[src/rtl/cpu_ctrl_pkg.sv]
// cpu_ctrl_pkg: run-controller state encoding and halt-cause codes shared by
// cpu_run_ctrl and its testbench.
package cpu_ctrl_pkg;
    typedef enum logic [1:0] {ST_HOLD, ST_HALT, ST_RUN, ST_STEP} state_t;
    localparam logic [2:0] HC_NONE    = 3'd0;
    localparam logic [2:0] HC_POWERON = 3'd1;
    localparam logic [2:0] HC_CMD     = 3'd2;
    localparam logic [2:0] HC_BREAK   = 3'd3;
    localparam logic [2:0] HC_LIMIT   = 3'd4;
    localparam logic [2:0] HC_STEP    = 3'd5;
endpackage

[src/rtl/cpu_trace_buf.sv]
// cpu_trace_buf: 1-entry valid/ready register slice holding {pc,inst} of the
// last retired instruction; a push may land on the same edge as a pop.
module cpu_trace_buf #(
    parameter int ADDR_W = 32
) (
    input  logic              clk,
    input  logic              rst_n,
    input  logic              i_push,
    input  logic [ADDR_W-1:0] i_pc,
    input  logic [31:0]       i_inst,
    input  logic              i_ready,
    output logic              o_valid,
    output logic [ADDR_W-1:0] o_pc,
    output logic [31:0]       o_inst
);
    always_ff @(posedge clk or negedge rst_n) begin
        if (!rst_n) begin
            o_valid <= 1'b0;
            o_pc    <= '0;
            o_inst  <= '0;
        end else if (i_push) begin
            o_valid <= 1'b1;
            o_pc    <= i_pc;
            o_inst  <= i_inst;
        end else if (i_ready) begin
            o_valid <= 1'b0;
        end
    end
endmodule

[src/rtl/cpu_run_ctrl.sv]
// cpu_run_ctrl: run/halt/step sequencer gating a single-cycle CPU via cpu_en.
// Define CPU_TRACE_EN to add the 1-entry retirement trace buffer (with stall).
module cpu_run_ctrl
    import cpu_ctrl_pkg::*;
#(
    parameter int ADDR_W     = 32,
    parameter int CNT_W      = 32,
    parameter int RESET_HOLD = 4
) (
    input  logic              clk,
    input  logic              reset,
    input  logic              cmd_run,
    input  logic              cmd_halt,
    input  logic              cmd_step,
    input  logic              bp_en,
    input  logic [ADDR_W-1:0] bp_pc,
    input  logic [CNT_W-1:0]  inst_limit,
    input  logic [ADDR_W-1:0] pc,
    input  logic [31:0]       inst,
    output logic              cpu_rst,
    output logic              cpu_en,
    output logic              halted,
    output logic [2:0]        halt_cause,
    output logic [CNT_W-1:0]  retired,
    output logic              trace_valid,
    input  logic              trace_ready,
    output logic [ADDR_W-1:0] trace_pc,
    output logic [31:0]       trace_inst
);
    localparam int HW = RESET_HOLD > 1 ? $clog2(RESET_HOLD) : 1;
    state_t            r_state, w_next;
    logic [HW-1:0]     r_hold;
    logic              r_skip, w_set_skip, w_stall, w_bp, w_lim;
    logic [CNT_W-1:0]  r_retired;
    logic [2:0]        r_cause, w_cause;
`ifdef CPU_TRACE_EN
    cpu_trace_buf #(.ADDR_W(ADDR_W)) u_trace (
        .clk     (clk),
        .rst_n   (reset),
        .i_push  (cpu_en),
        .i_pc    (pc),
        .i_inst  (inst),
        .i_ready (trace_ready),
        .o_valid (trace_valid),
        .o_pc    (trace_pc),
        .o_inst  (trace_inst)
    );
    assign w_stall = trace_valid & ~trace_ready;
`else
    logic w_unused_trace;
    assign w_unused_trace = trace_ready ^ (^inst);
    assign w_stall     = 1'b0;
    assign trace_valid = 1'b0;
    assign trace_pc    = '0;
    assign trace_inst  = '0;
`endif
    assign w_bp       = bp_en && (pc == bp_pc) && !r_skip;
    assign w_lim      = (inst_limit != '0) && (r_retired == inst_limit);
    assign cpu_rst    = r_state == ST_HOLD;
    assign halted     = r_state == ST_HALT;
    assign halt_cause = r_cause;
    assign retired    = r_retired;
    // Stalls (trace full) freeze RUN/STEP without evaluating breakpoint or limit.
    always_comb begin
        w_next     = r_state;
        w_cause    = r_cause;
        w_set_skip = 1'b0;
        cpu_en     = 1'b0;
        case (r_state)
            ST_HOLD: if (r_hold == HW'(RESET_HOLD - 1)) begin
                w_next  = ST_HALT;
                w_cause = HC_POWERON;
            end
            ST_HALT: if (cmd_step || cmd_run) begin
                if (w_lim) w_cause = HC_LIMIT;
                else begin
                    w_next     = cmd_step ? ST_STEP : ST_RUN;
                    w_set_skip = 1'b1;
                end
            end
            ST_RUN: if (cmd_halt) begin
                w_next  = ST_HALT;
                w_cause = HC_CMD;
            end else if (!w_stall) begin
                if (w_bp || w_lim) begin
                    w_next  = ST_HALT;
                    w_cause = w_bp ? HC_BREAK : HC_LIMIT;
                end else cpu_en = 1'b1;
            end
            ST_STEP: if (!w_stall) begin
                w_next  = ST_HALT;
                w_cause = w_lim ? HC_LIMIT : HC_STEP;
                cpu_en  = !w_lim;
            end
            default: w_next = ST_HOLD;
        endcase
    end
    always_ff @(posedge clk or negedge reset) begin
        if (!reset) begin
            r_state   <= ST_HOLD;
            r_hold    <= '0;
            r_skip    <= 1'b0;
            r_retired <= '0;
            r_cause   <= HC_NONE;
        end else begin
            r_state <= w_next;
            r_cause <= w_cause;
            if (r_state == ST_HOLD) r_hold <= r_hold + 1'b1;
            if (w_set_skip) r_skip <= 1'b1;
            else if (cpu_en) r_skip <= 1'b0;
            if (cpu_en && !(&r_retired)) r_retired <= r_retired + 1'b1;
        end
    end
endmodule
[config.mk]
export PLATFORM = sky130hd
export DESIGN_NAME = cpu_run_ctrl
export DESIGN_NICKNAME = d
export VERILOG_FILES = /design/src/rtl/cpu_ctrl_pkg.sv /design/src/rtl/cpu_trace_buf.sv /design/src/rtl/cpu_run_ctrl.sv
export SDC_FILE = /design/constraint.sdc
export NUM_CORES = 1
export LEC_CHECK = 0
export CORE_AREA = 2 2 93 95
export DETAILED_ROUTE_END_ITERATION = 16
export DIE_AREA = 0 0 95 97
export DONT_BUFFER_PORTS = 1
export PLACE_DENSITY_LB_ADDON = 0.08
export SLEW_MARGIN = 20
export SYNTH_ARGS = -nofsm -noshare
export SYNTH_HDL_FRONTEND = slang
export SYNTH_HIERARCHICAL = 1
export SYNTH_SLANG_ARGS = --single-unit
[constraint.sdc]
create_clock -name clk -period 3 [get_ports clk]
set_input_delay 0.45 -clock clk [delete_from_list [all_inputs] [get_ports clk]]
set_output_delay 0.45 -clock clk [all_outputs]
set_load 0.02 [all_outputs]
Yosys cells after proc, flatten, opt, wreduce, memory -nomap -nowiden
Index checks and enable logic that the tools add are counted.
{"block": "word_totals", "ff_bits": 40, "input_bits": 135, "output_inout_bits": 103, "wordCells": 56}
{"block": "op_classes", "n_mux": 23, "addsub": 2, "eq_ne": 11, "n_reduce_logical": 15}
{"op": "$eq 32x32->1", "count": 2}
{"op": "$add 32x1->32 const B", "count": 1}
{"op": "$reduce_and 32->1", "count": 1}
{"op": "$reduce_bool 32->1", "count": 1}
{"op": "$mux 3", "count": 6}
{"op": "$pmux 3 s4", "count": 1}
{"op": "$mux 2", "count": 5}
{"op": "$mux 1", "count": 9}
{"op": "$pmux 2 s4", "count": 1}
{"op": "$reduce_and 4->1", "count": 2}
{"op": "$eq 2x2->1 const B", "count": 3}
{"op": "$ne 2x1->1 const B", "count": 3}
{"op": "$logic_and 1x1->1", "count": 4}
{"op": "$logic_not 1->1", "count": 3}
{"op": "$ne 3x3->1 const B", "count": 1}
{"op": "$add 2x1->2 const B", "count": 1}
{"op": "$eq 2x1->1 const B", "count": 1}
{"op": "$logic_not 2->1", "count": 1}
{"op": "$logic_or 1x1->1", "count": 2}
{"op": "$ne 2x2->1 const B", "count": 1}
{"op": "$pmux 1 s2", "count": 1}
{"op": "$reduce_bool 2->1", "count": 1}

Longest topological paths before layout
{"block": "logic_depth", "word_depth": 9, "mapped_depth": 9}

Worst setup path after synthesis
No wires, ideal clock.
{"block": "synth_timing", "path_type": "register to register", "from": "register r_retired[8] (netlist: retired[8])", "to": "register r_retired[11] (netlist: retired[11])", "setup_time_ns": 0.133, "required_time_ns": 2.867, "arrival_ns": 2.598, "stages_incl_launch_ff": 10, "slack_ns": 0.268, "synth_period_minus_slack_ns": 2.732, "path_cell_list": "dfrtp_1 -> and4_4 -> nand3_4 -> or3_1 -> buf_2 -> or4_4 -> o221ai_4 -> buf_6 -> nor3_1 -> xor2_1"}
{"block": "synth_between", "elab_chain_len": 7, "word_cells_on_any_way": 11}
{"item": "from (decl)", "line": "cpu_run_ctrl.sv:34", "text": "logic [CNT_W-1:0] r_retired;"}
{"item": "from (signal assigned)", "line": "cpu_run_ctrl.sv:111", "text": "if (cpu_en && !(&r_retired)) r_retired <= r_retired + 1'b1;"}
{"item": "$eq 32x32->1", "line": "cpu_run_ctrl.sv:58", "text": "assign w_lim = (inst_limit != '0) && (r_retired == inst_limit);"}
{"item": "$logic_and 1x1->1", "line": "cpu_run_ctrl.sv:58"}
{"item": "$logic_or 1x1->1", "line": "cpu_run_ctrl.sv:85", "text": "if (w_bp || w_lim) begin"}
{"item": "$mux 1", "line": "cpu_run_ctrl.sv:85"}
{"item": "$mux 1", "line": "cpu_run_ctrl.sv:81", "text": "ST_RUN: if (cmd_halt) begin"}
{"item": "$pmux 1 s2", "line": "cpu_run_ctrl.sv:69", "text": "case (r_state)"}
{"item": "$logic_and 1x1->1", "line": "cpu_run_ctrl.sv:111"}
Parallel ways exist; a longest one is shown, timed or not.
A chain may end at the register's enable or synchronous reset.

Final worst setup path
{"block": "layout_timing", "from": "register r_retired[23] (netlist: retired[23])", "to": "output cpu_en"}
{"block": "layout_between", "elab_chain_len": 6, "word_cells_on_any_way": 7}
{"item": "$eq 32x32->1 (*)", "line": "cpu_run_ctrl.sv:58"}
{"item": "$logic_and 1x1->1 (*)", "line": "cpu_run_ctrl.sv:58"}
{"item": "$logic_or 1x1->1", "line": "cpu_run_ctrl.sv:85"}
{"item": "$mux 1", "line": "cpu_run_ctrl.sv:85"}
{"item": "$mux 1", "line": "cpu_run_ctrl.sv:81"}
{"item": "$pmux 1 s2 (*)", "line": "cpu_run_ctrl.sv:69"}
{"item": "to (decl)", "line": "cpu_run_ctrl.sv:21", "text": "output logic cpu_en,"}
Mark *: on every way between the ends. The rest lies on a longest branch, timed or not.

==> impl_metrics.toml <==
[run_status]
outcome = "completed"

[drt]
vias = 2299
wl_mm = 8.05
route.met2.wl_mm = 3.93
m1WireLength_mm = 3.05
dr.first_iter.drc_count = 60
dr_wl_met3_mm = 1.04
drt-pass1-iter-count = 4
drc = 0
ant_nets = 0
routedWlPerCell_um = 17.1
via_per_inst = 4.87
top_layer_used = "met4"

[clock_network]
cts_buffer_depth = 2
clkSinkCount = 40
postCtsSetupBuffers = 0
clock_latency_ps = 300
cts_tree = "done"
numCtsBuffers = 5
cts.clk_slew.worst_paths_ps = 90
htreeDepth = 2
clock-root-buffer = "clkbuf_8"

[layout]
drive_gt1_frac = 0.101
antenna_cells = 0
nets = 503
area_delta_synth_final_pct = 4.45
design_area_um2 = 3350
final_util = 0.412

[critical_path]
r2r_start = "retired[8]"
end_kind = "output port"
crit_start = "retired[23]"
crit_fanout = 5
critPathKind = "reg -> out"
cp_data_required_time_ps = 2550
crit_path_start_kind = "flip-flop"
crit_arrival_ps = 2260

[die]
core_um2 = 8130
die_area_um2 = 9220
die_x_um = 95
ios = 238
die_height_um = 97
rows = 33
start_util = 0.394

[placed_design]
io_buffer_count = 0
gp_congestion = 0.798
placed_area_um2 = 3210
hpwlAfterDp_mm = 6.66

[global_route]
overflow = 0
grt_pass1_wl_mm = 12.1
grt_max_degree = 41
grt_pass1_vias = 2275
track_usage = 0.173
antenna_found_initial = 0

[logic_synthesis]
yosysTopAreaCell = "dfrtp_1"
synth-warning-count = 6
yosysSeqAreaShare = 0.312
synth-seq-cells = 40
yosys.area.top_type_share = 0.312
synth_cell_types = 36
synth.cell_area_um2 = 3210
syn_avg_cell_area_um2 = 9.35
syn_inst = 343
synthTopCellsByArea = "dfrtp_1, xor2_1, buf_4"

[power]
switchingPower_uw = 736
comb_power_share = 0.331
switching_share = 0.397
vdd_drop_max_uv = 328
power.density_nw_per_um2 = 554
intPower_uw = 1120
leakagePower_uw = 0.00158
clkPwrFrac = 0.244
p_seq_frac = 0.425

[sta]
rsz0062_at_grt = "no"
fin_skew_ps = 9.68
slew_violations = 0
fin_tns_setup_ps = 0
slew_headroom = 0.437
timing.final.crit_share = 0.904
tightestPinTransition_ps = 837
hold_viol = 0
finalCriticalPeriod_ps = 2710
finalSetupViolations = 0
max_freq_mhz = 369

[worst_hold_path]
min_path_type = "in -> reg"
worstHoldStart = "cmd_step"

[flow_run]
max_cap_viol_count = 0
## worst max-delay path, stage by stage, from the launching register on
cell and delay, ps:
dfrtp_1 520, xor2_1 220, nor4_1 340, nand4_1 270, o31a_1 360, a21boi_0 250
## path summary, 6_finish.rpt
kind	end	slack (ps)	cells past startpoint
setup / recovery	cpu_en	290	5
hold / removal	r_state[0]	330	2
setup reg to reg	retired[15]	330	7
hold reg to reg	r_hold[0]	480	1
max in group asynchronous	retired[12]	2170	2
min in group asynchronous	retired[3]	630	2
## placed cells by master, fill, tap and decap left out, drive strengths merged, types with 2 or more instances in the layout
cell	synthesis	final
nor3	9	9
o31ai	2	2
nand3	10	10
inv	10	10
xnor2	34	34
ha	2	2
nor2	5	5
xor2	62	62
nand4	13	13
mux2	3	3
o21ai	4	4
nand2	20	20
conb	1	65
or4	4	4
buf	68	21
and3	8	8
clkbuf	2	6
o31a	2	2
nor4	32	32
dfrtp	40	40
## registers in the layout, summed over array words and instances (netlist names)
register	flops
r_hold	2
retired	32
halt_cause	3
r_skip	1
r_state	2
## stage by stage
| step | power [uW] | setup slack (ps) | cells | hold slack (ps) |
|---|---|---|---|---|
| after floorplan | 1340 | 268 | 407 | 154 |
| after CTS | 1880 | 241 | 472 | 322 |
| final | 1850 | 287 | 472 | 327 |
| after global routing | 1990 | 108 | 472 | 331 |
| after global placement | 1400 | 314 | 462 | 156 |
| after detailed placement | 1410 | 312 | 462 | 156 |
## cell families (layout without fill, tap and decap cells)
kind of cell,count (synthesis),count (layout),synth area share
XOR/XNOR,96,96,0.262
adder cells (fa/ha/maj),2,2,0.00780
AO/OA/AOI/OAI,13,13,0.0390
other,1,65,0.00117
AND/OR/NAND/NOR,107,107,0.191
flip-flops,40,40,0.312
multiplexers,4,4,0.0137
buffers and inverters,80,40,0.173
## layout make-up
cell class                      instances  area, um^2
Timing Repair Buffer                   22         180
Fill cell                             831        4780
Multi-Input combinational cell        287        1890
Inverter                               10        37.5
Clock buffer                            6        72.6
Sequential cell                        40        1000
Tap cell                              105         131
Clock inverter                          2        35.0
## Yosys cell counts (all sizes together)
master / number
buf: 68
xor2: 62
dfrtp: 40
xnor2: 34
nor4: 32
nand2: 20
nand4: 13
inv: 10
nand3: 10
nor3: 9
and3: 8
nor2: 5
o21ai: 4
or4: 4
mux2: 3
clkbuf: 2
ha: 2
o31a: 2
o31ai: 2
a21boi: 1
a32o: 1
and2: 1
and4: 1
and4b: 1
conb: 1
mux2i: 1
nor2b: 1
o221a: 1
o221ai: 1
o32ai: 1
or2: 1
or3: 1
## what timing repair did
action / CTS / global route
gates resized for setup: 0 / 0
hold endpoints to repair: 40 / 0
hold buffers: 2 / 0
## power groups by stage
stage	logic [uW]	clock network, uW	registers, uW
floorplan	551	0	786
global placement	601	0	800
detailed placement	608	0	801
CTS	625	466	791
global route	690	494	806
finish	614	453	788
## routing by layer
| layer | vias to the layer above | global-route usage |
|---|---|---|
| met2 | 127 | 0.288 |
| met1 | 1068 | 0.201 |
| met3 | 4 | 0.0911 |
| li1 | 1100 | - |
| met4 | 0 | 0.0234 |
| met5 | - | 0 |
Note: power is estimated with default switching activity, not from simulation.
